===== src/rtl/cpu_types_pkg.sv =====
// cpu_types_pkg: shared CPU types used by the pipeline control logic.
//   REGBITS        - width of a register-file index
//   regbits_t      - register index type
//   hazard_state_t - stall/flush controller FSM states
package cpu_types_pkg;

   localparam int REGBITS = 5;

   typedef logic [REGBITS-1:0] regbits_t;

   typedef enum logic [1:0] {
      RUN    = 2'd0,
      DWAIT  = 2'd1,
      HALTED = 2'd2
   } hazard_state_t;

endpackage


===== src/rtl/load_use_detect.sv =====
// load_use_detect: flags a load in EX whose destination is a source of the
// instruction in DE, which forwarding cannot cover.
//   ex_memread - EX instruction is a load
//   ex_rt      - destination of that load
//   de_rs      - DE source register rs
//   de_rt      - DE source register rt
//   de_uses_rt - DE instruction actually reads rt
//   hazard     - one bubble is required
module load_use_detect
   import cpu_types_pkg::*;
(
   input  logic     ex_memread,
   input  regbits_t ex_rt,
   input  regbits_t de_rs,
   input  regbits_t de_rt,
   input  logic     de_uses_rt,
   output logic     hazard
);

   logic rs_match_s;
   logic rt_match_s;

   // Register 0 is hard-wired, so a load into it never creates a dependency.
   always_comb begin
      rs_match_s = (ex_rt == de_rs);
      rt_match_s = de_uses_rt & (ex_rt == de_rt);
      hazard     = ex_memread & (ex_rt != {REGBITS{1'b0}}) & (rs_match_s | rt_match_s);
   end

endmodule


===== src/rtl/pipeline_hazard_unit.sv =====
// pipeline_hazard_unit: stall/flush controller for the 5-stage pipeline.
// Drives pause/bubble controls of the FD, DE, EM and MW latches and the PC
// enable; tracks data-memory wait and halt in a small FSM and counts stall and
// flush cycles in saturating counters.
//   CLK, nRST            - clock, async active-low reset
//   ihit, dhit           - instruction / data memory completion
//   mem_dren, mem_dwen   - MEM-stage load / store
//   mem_redirect         - taken branch/jump resolved in MEM
//   mem_halt             - halt instruction in MEM
//   ex_memread, ex_rt    - EX-stage load and its destination
//   de_rs, de_rt, de_uses_rt - DE-stage sources
//   pc_en                - PC loads next value
//   *_pause / *_nop      - latch hold / bubble (nop overrides pause)
//   halt, dwait          - FSM status
//   stall_cnt, flush_cnt - saturating performance counters
module pipeline_hazard_unit
   import cpu_types_pkg::*;
#(
   parameter int CNT_W = 16
) (
   input  logic             CLK,
   input  logic             nRST,
   input  logic             ihit,
   input  logic             dhit,
   input  logic             mem_dren,
   input  logic             mem_dwen,
   input  logic             mem_redirect,
   input  logic             mem_halt,
   input  logic             ex_memread,
   input  regbits_t         ex_rt,
   input  regbits_t         de_rs,
   input  regbits_t         de_rt,
   input  logic             de_uses_rt,
   output logic             pc_en,
   output logic             fd_pause,
   output logic             de_pause,
   output logic             em_pause,
   output logic             mw_pause,
   output logic             fd_nop,
   output logic             de_nop,
   output logic             em_nop,
   output logic             mw_nop,
   output logic             halt,
   output logic             dwait,
   output logic [CNT_W-1:0] stall_cnt,
   output logic [CNT_W-1:0] flush_cnt
);

   hazard_state_t    state_r;
   hazard_state_t    next_state_s;
   logic             halt_r;
   logic             dwait_r;
   logic [CNT_W-1:0] stall_cnt_r;
   logic [CNT_W-1:0] flush_cnt_r;
   logic             load_use_s;
   logic             dmem_wait_s;
   logic             stall_inc_s;
   logic             flush_inc_s;

   load_use_detect u_load_use_detect (
      .ex_memread (ex_memread),
      .ex_rt      (ex_rt),
      .de_rs      (de_rs),
      .de_rt      (de_rt),
      .de_uses_rt (de_uses_rt),
      .hazard     (load_use_s)
   );

   assign dmem_wait_s = (mem_dren | mem_dwen) & ~dhit;

   // Same-cycle latch/PC controls, resolved in priority order.
   always_comb begin
      pc_en       = 1'b0;
      fd_pause    = 1'b0;
      de_pause    = 1'b0;
      em_pause    = 1'b0;
      mw_pause    = 1'b0;
      fd_nop      = 1'b0;
      de_nop      = 1'b0;
      em_nop      = 1'b0;
      mw_nop      = 1'b0;
      flush_inc_s = 1'b0;
      if (state_r == HALTED) begin
         fd_pause = 1'b1;
         de_pause = 1'b1;
         em_pause = 1'b1;
         mw_pause = 1'b1;
      end else if (dmem_wait_s) begin
         // Freeze front of pipe; MEM result is not ready so WB gets a bubble.
         fd_pause = 1'b1;
         de_pause = 1'b1;
         em_pause = 1'b1;
         mw_nop   = 1'b1;
      end else if (mem_halt) begin
         fd_nop = 1'b1;
         de_nop = 1'b1;
         em_nop = 1'b1;
      end else if (mem_redirect) begin
         // Target is selected by the PC mux, so load it even on a fetch miss.
         pc_en       = 1'b1;
         fd_nop      = 1'b1;
         de_nop      = 1'b1;
         em_nop      = 1'b1;
         flush_inc_s = 1'b1;
      end else if (load_use_s) begin
         fd_pause = 1'b1;
         de_nop   = 1'b1;
      end else if (!ihit) begin
         fd_nop = 1'b1;
      end else begin
         pc_en = 1'b1;
      end
      stall_inc_s = (state_r != HALTED) & ~pc_en;
   end

   // Next-state selection; HALTED is left only through reset.
   always_comb begin
      case (state_r)
         HALTED: next_state_s = HALTED;
         RUN, DWAIT: begin
            if (dmem_wait_s) begin
               next_state_s = DWAIT;
            end else if (mem_halt) begin
               next_state_s = HALTED;
            end else begin
               next_state_s = RUN;
            end
         end
         default: next_state_s = RUN;
      endcase
   end

   // FSM state, registered status flags and saturating counters.
   always_ff @(posedge CLK or negedge nRST) begin
      if (!nRST) begin
         state_r     <= RUN;
         halt_r      <= 1'b0;
         dwait_r     <= 1'b0;
         stall_cnt_r <= {CNT_W{1'b0}};
         flush_cnt_r <= {CNT_W{1'b0}};
      end else begin
         state_r <= next_state_s;
         halt_r  <= (next_state_s == HALTED);
         dwait_r <= (next_state_s == DWAIT);
         if (stall_inc_s && (stall_cnt_r != {CNT_W{1'b1}})) begin
            stall_cnt_r <= stall_cnt_r + {{(CNT_W-1){1'b0}}, 1'b1};
         end else begin
            stall_cnt_r <= stall_cnt_r;
         end
         if (flush_inc_s && (flush_cnt_r != {CNT_W{1'b1}})) begin
            flush_cnt_r <= flush_cnt_r + {{(CNT_W-1){1'b0}}, 1'b1};
         end else begin
            flush_cnt_r <= flush_cnt_r;
         end
      end
   end

   assign halt      = halt_r;
   assign dwait     = dwait_r;
   assign stall_cnt = stall_cnt_r;
   assign flush_cnt = flush_cnt_r;

endmodule


===== config.mk =====
export PLATFORM = sky130hd
export DESIGN_NAME = pipeline_hazard_unit
export DESIGN_NICKNAME = d
export VERILOG_FILES = /design/src/rtl/cpu_types_pkg.sv /design/src/rtl/load_use_detect.sv /design/src/rtl/pipeline_hazard_unit.sv
export SDC_FILE = /design/constraint.sdc
export NUM_CORES = 1
export LEC_CHECK = 0
export CAP_MARGIN = 0
export CORE_MARGIN = 2
export CORE_UTILIZATION = 42
export CTS_BUF_LIST = sky130_fd_sc_hd__clkbuf_8
export CTS_CLUSTER_DIAMETER = 40
export DETAILED_ROUTE_END_ITERATION = 16
export HOLD_SLACK_MARGIN = 0.08
export PLACE_DENSITY_LB_ADDON = 0.1
export SLEW_MARGIN = 20
export SYNTH_ARGS = -nofsm -noshare
export SYNTH_HDL_FRONTEND = slang
export SYNTH_SLANG_ARGS = --single-unit

===== constraint.sdc =====
create_clock -name CLK -period 5.5 [get_ports CLK]
set_clock_uncertainty 0.2 [all_clocks]
set_input_delay 0.825 -clock CLK [delete_from_list [all_inputs] [get_ports CLK]]
set_output_delay 0.825 -clock CLK [all_outputs]
set_load 0.005 [all_outputs]

==> results.sh <==
export IMPL_reg2reg_slack_ns=3.22
export IMPL_worstHoldStart="stall_cnt[15]"
export IMPL_cpMostUsedCell="clkdlybuf4s50_1"
export IMPL_start_kind="input pin"
export IMPL_reg2reg_depth=6
export IMPL_seq_area_sq_um=901
export IMPL_reg2reg_to="stall_cnt[12]"
export IMPL_whs_path_depth=1
export IMPL_grt_use_total=0.172
export IMPL_synth_area_per_cell_sq_um=10.3
export IMPL_cp_top_family="buffers and inverters"
export IMPL_grt_max_degree=37
export IMPL_die_area_sq_um=5050
export IMPL_fmax_ghz=0.240
export IMPL_path_buf_inv=2
export IMPL_arrival_ns=3.14
export IMPL_io_pins=68
export IMPL_cts_resized=0
export IMPL_clk_pin_slew_worst_paths_ns=0.07
export IMPL_period_needed_ns=4.17
export IMPL_die_h_um=71.1
export IMPL_drv_slew=0
export IMPL_synth_edff_count=0
export IMPL_synth_cells=184
export IMPL_areaGrowthSynthToFinish_pct=44.3
export IMPL_timing_critical_path_cells="clkdlybuf4s50_1 > xor2_1 > nor4_1 > a32oi_1 > or2_2 > o311ai_0 > clkdlybuf4s50_1"
export IMPL_ant_nets=0
export IMPL_viasPerCell=5.12
export IMPL_post_cts_buffers=0
export IMPL_nNetsFinal=282
export IMPL_hold_ws_ns=0.287
export IMPL_h_tree_depth=2
export IMPL_status="completed"
export IMPL_grt_ovfl_total=0
export IMPL_vias=1576
export IMPL_hold_path_class="register to register"
export IMPL_cp_slowest_cell="clkdlybuf4s50_1"
export IMPL_diodes=0
export IMPL_crit_cells=7
export IMPL_drt_total_wl_um=4110
export IMPL_cap_violations=0
export IMPL_timing_rr_start="stall_cnt[0]"
export IMPL_ys_seq_area_frac=0.477
export IMPL_netlist_cell_type_count=42
export IMPL_syn_area_sq_um=1890
export IMPL_fillCellCount=398
export IMPL_first_pass_iters=4
export IMPL_worst_setup_path_type="input pin to primary output"
export IMPL_grt_pass1_vias=1470
export IMPL_critPathRequiredTime_ns=4.47
export IMPL_cts_tree="yes"
export IMPL_start_util=0.434
export IMPL_row_count=24
export IMPL_die_w_um=71.1
export IMPL_antenna_found_initial=0
export IMPL_routabilityCongestion=0.785
export IMPL_clock_latency_ns=0.28
export IMPL_syn_nets=211
export IMPL_synthArstFlopShare=1.00
export IMPL_hpwl_um=3020
export IMPL_yosys_warnings=0
export IMPL_max_vdd_ir_drop_uv=243
export IMPL_worst_slew_pin_slew_ns=0.785
export IMPL_io_buffers=67
export IMPL_power_density_nw_per_um2=402
export IMPL_critPathCaptureType="primary output"
export IMPL_ctsHoldBuffers=0
export IMPL_cts_num_sinks=36
export IMPL_drive_gt1_frac=0.0938
export IMPL_ys_ff_latch=36
export IMPL_core_area_sq_um=4350
export IMPL_cts_buffer_depth=2
export IMPL_power_w=0.00110
export IMPL_hold_violations=0
export IMPL_min_to="stall_cnt[15]"
export IMPL_power_leakage_nw=1.11
export IMPL_path_max_fanout=5
export IMPL_root_buffer="clkbuf_8"
export IMPL_multi_input_area_sq_um=940
export IMPL_ys_flop_type="dfrtp_1"
export IMPL_setup_violations=0
export IMPL_grt_pass1_wl_um=6900
export IMPL_remaining_drc_errors=0
export IMPL_detail_route_wl_per_cell_um=13.3
export IMPL_fin_crit_sh=0.758
export IMPL_cts_made_buffers=5
export IMPL_rsz0062_at_grt="false"
export IMPL_tns_ns=0
export IMPL_max_slew_margin=0.477
export IMPL_drt_iter0_drc=69
export IMPL_critical_path_max_stage_delay_ns=0.57
## cell usage after synthesis (2+ instances only)
cell     count  share of area
inv_1        5         0.0099
nor2_1      18          0.036
a21oi_1      3         0.0079
or2_2        4          0.013
and3_1       2         0.0066
nand2_1     15          0.030
nor3_1       6          0.016
or4_1        3          0.012
nand3_1     11          0.029
xor2_1      23           0.11
o21ai_1      2         0.0053
dfrtp_1     36           0.48
xnor2_1     16          0.074
nor4_1       2         0.0066
and2_1       2         0.0066
and4_1       2         0.0093
ha_1         2          0.013
nand4_1      8          0.026
## layout by cell type (no fill, tap or decap), drive strengths merged, types with 7 or more instances in the layout
cell,instances
nor3,8
nand3,11
nor2,18
dfrtp,36
nand4,9
xnor2,16
clkdlybuf4s50,66
nand2,15
xor2,23
clkbuf,7
## worst max-delay path by stage
stage	end	from	slack, ns
global placement	fd_pause	ex_rt[4]	1.35
floorplan	fd_pause	ex_rt[4]	2.41
finish	fd_pause	ex_rt[2]	1.33
CTS	fd_pause	ex_rt[4]	1.33
detailed placement	fd_pause	ex_rt[4]	1.33
global route	fd_pause	ex_rt[2]	1.17
## layout make-up
type                    count  area share
clock inverters             1      0.0110
inverters                   6     0.00826
well taps                  52      0.0239
clock buffers               7      0.0353
flip-flops and latches     36       0.330
multi-input cells         138       0.344
repair buffers             68       0.247
## worst register-to-register path: stages (launching register included)
cell and delay, ns:
dfrtp_1 0.40, ha_1 0.23, nand4_1 0.13, or2_1 0.29
or4_1 0.43, o21ai_1 0.17, mux2_1 0.33
## routing by layer
| metal | GRT usage | up-vias | part of all wire |
|---|---|---|---|
| met2 | 0.266 | 49 | 0.46 |
| met5 | 0 | - | 0 |
| met3 | 0.0513 | 8 | 0.064 |
| met4 | 0.0650 | 0 | 0.017 |
| li1 | - | 773 | - |
| met1 | 0.228 | 746 | 0.46 |
## where the power goes
group          leakage (nW)  internal, W  switching, W
Combinational         0.603     0.000253      0.000159
Sequential            0.448     0.000339     0.0000911
Clock                0.0645     0.000160     0.0000945
Total                  1.11     0.000752      0.000345
## sequential cells by signal, indices dropped and copies added (netlist names)
name / count
stall_cnt: 16
flush_cnt: 16
dwait: 1
halt: 1
state_r: 2
## kinds of logic after synthesis
group           share of synthesized area
compound gates                     0.0430
xor+xnor                            0.181
mux                                0.0199
buf+inv                            0.0265
simple gates                        0.240
fa+ha+maj                          0.0132
flops                               0.477
## stage by stage
stage | worst slack, ns | instance area, sq um | std cells | utilization
5_1_grt | 1.17 | 2730 | 308 | 0.626
3_5_place_dp | 1.33 | 2600 | 300 | 0.597
3_3_place_gp | 1.35 | 2600 | 300 | 0.597
2_1_floorplan | 2.41 | 1890 | 184 | -
4_1_cts | 1.33 | 2730 | 308 | 0.626
6_report | 1.33 | 2730 | 308 | 0.626
No activity file was read; power rests on OpenSTA's default activity.
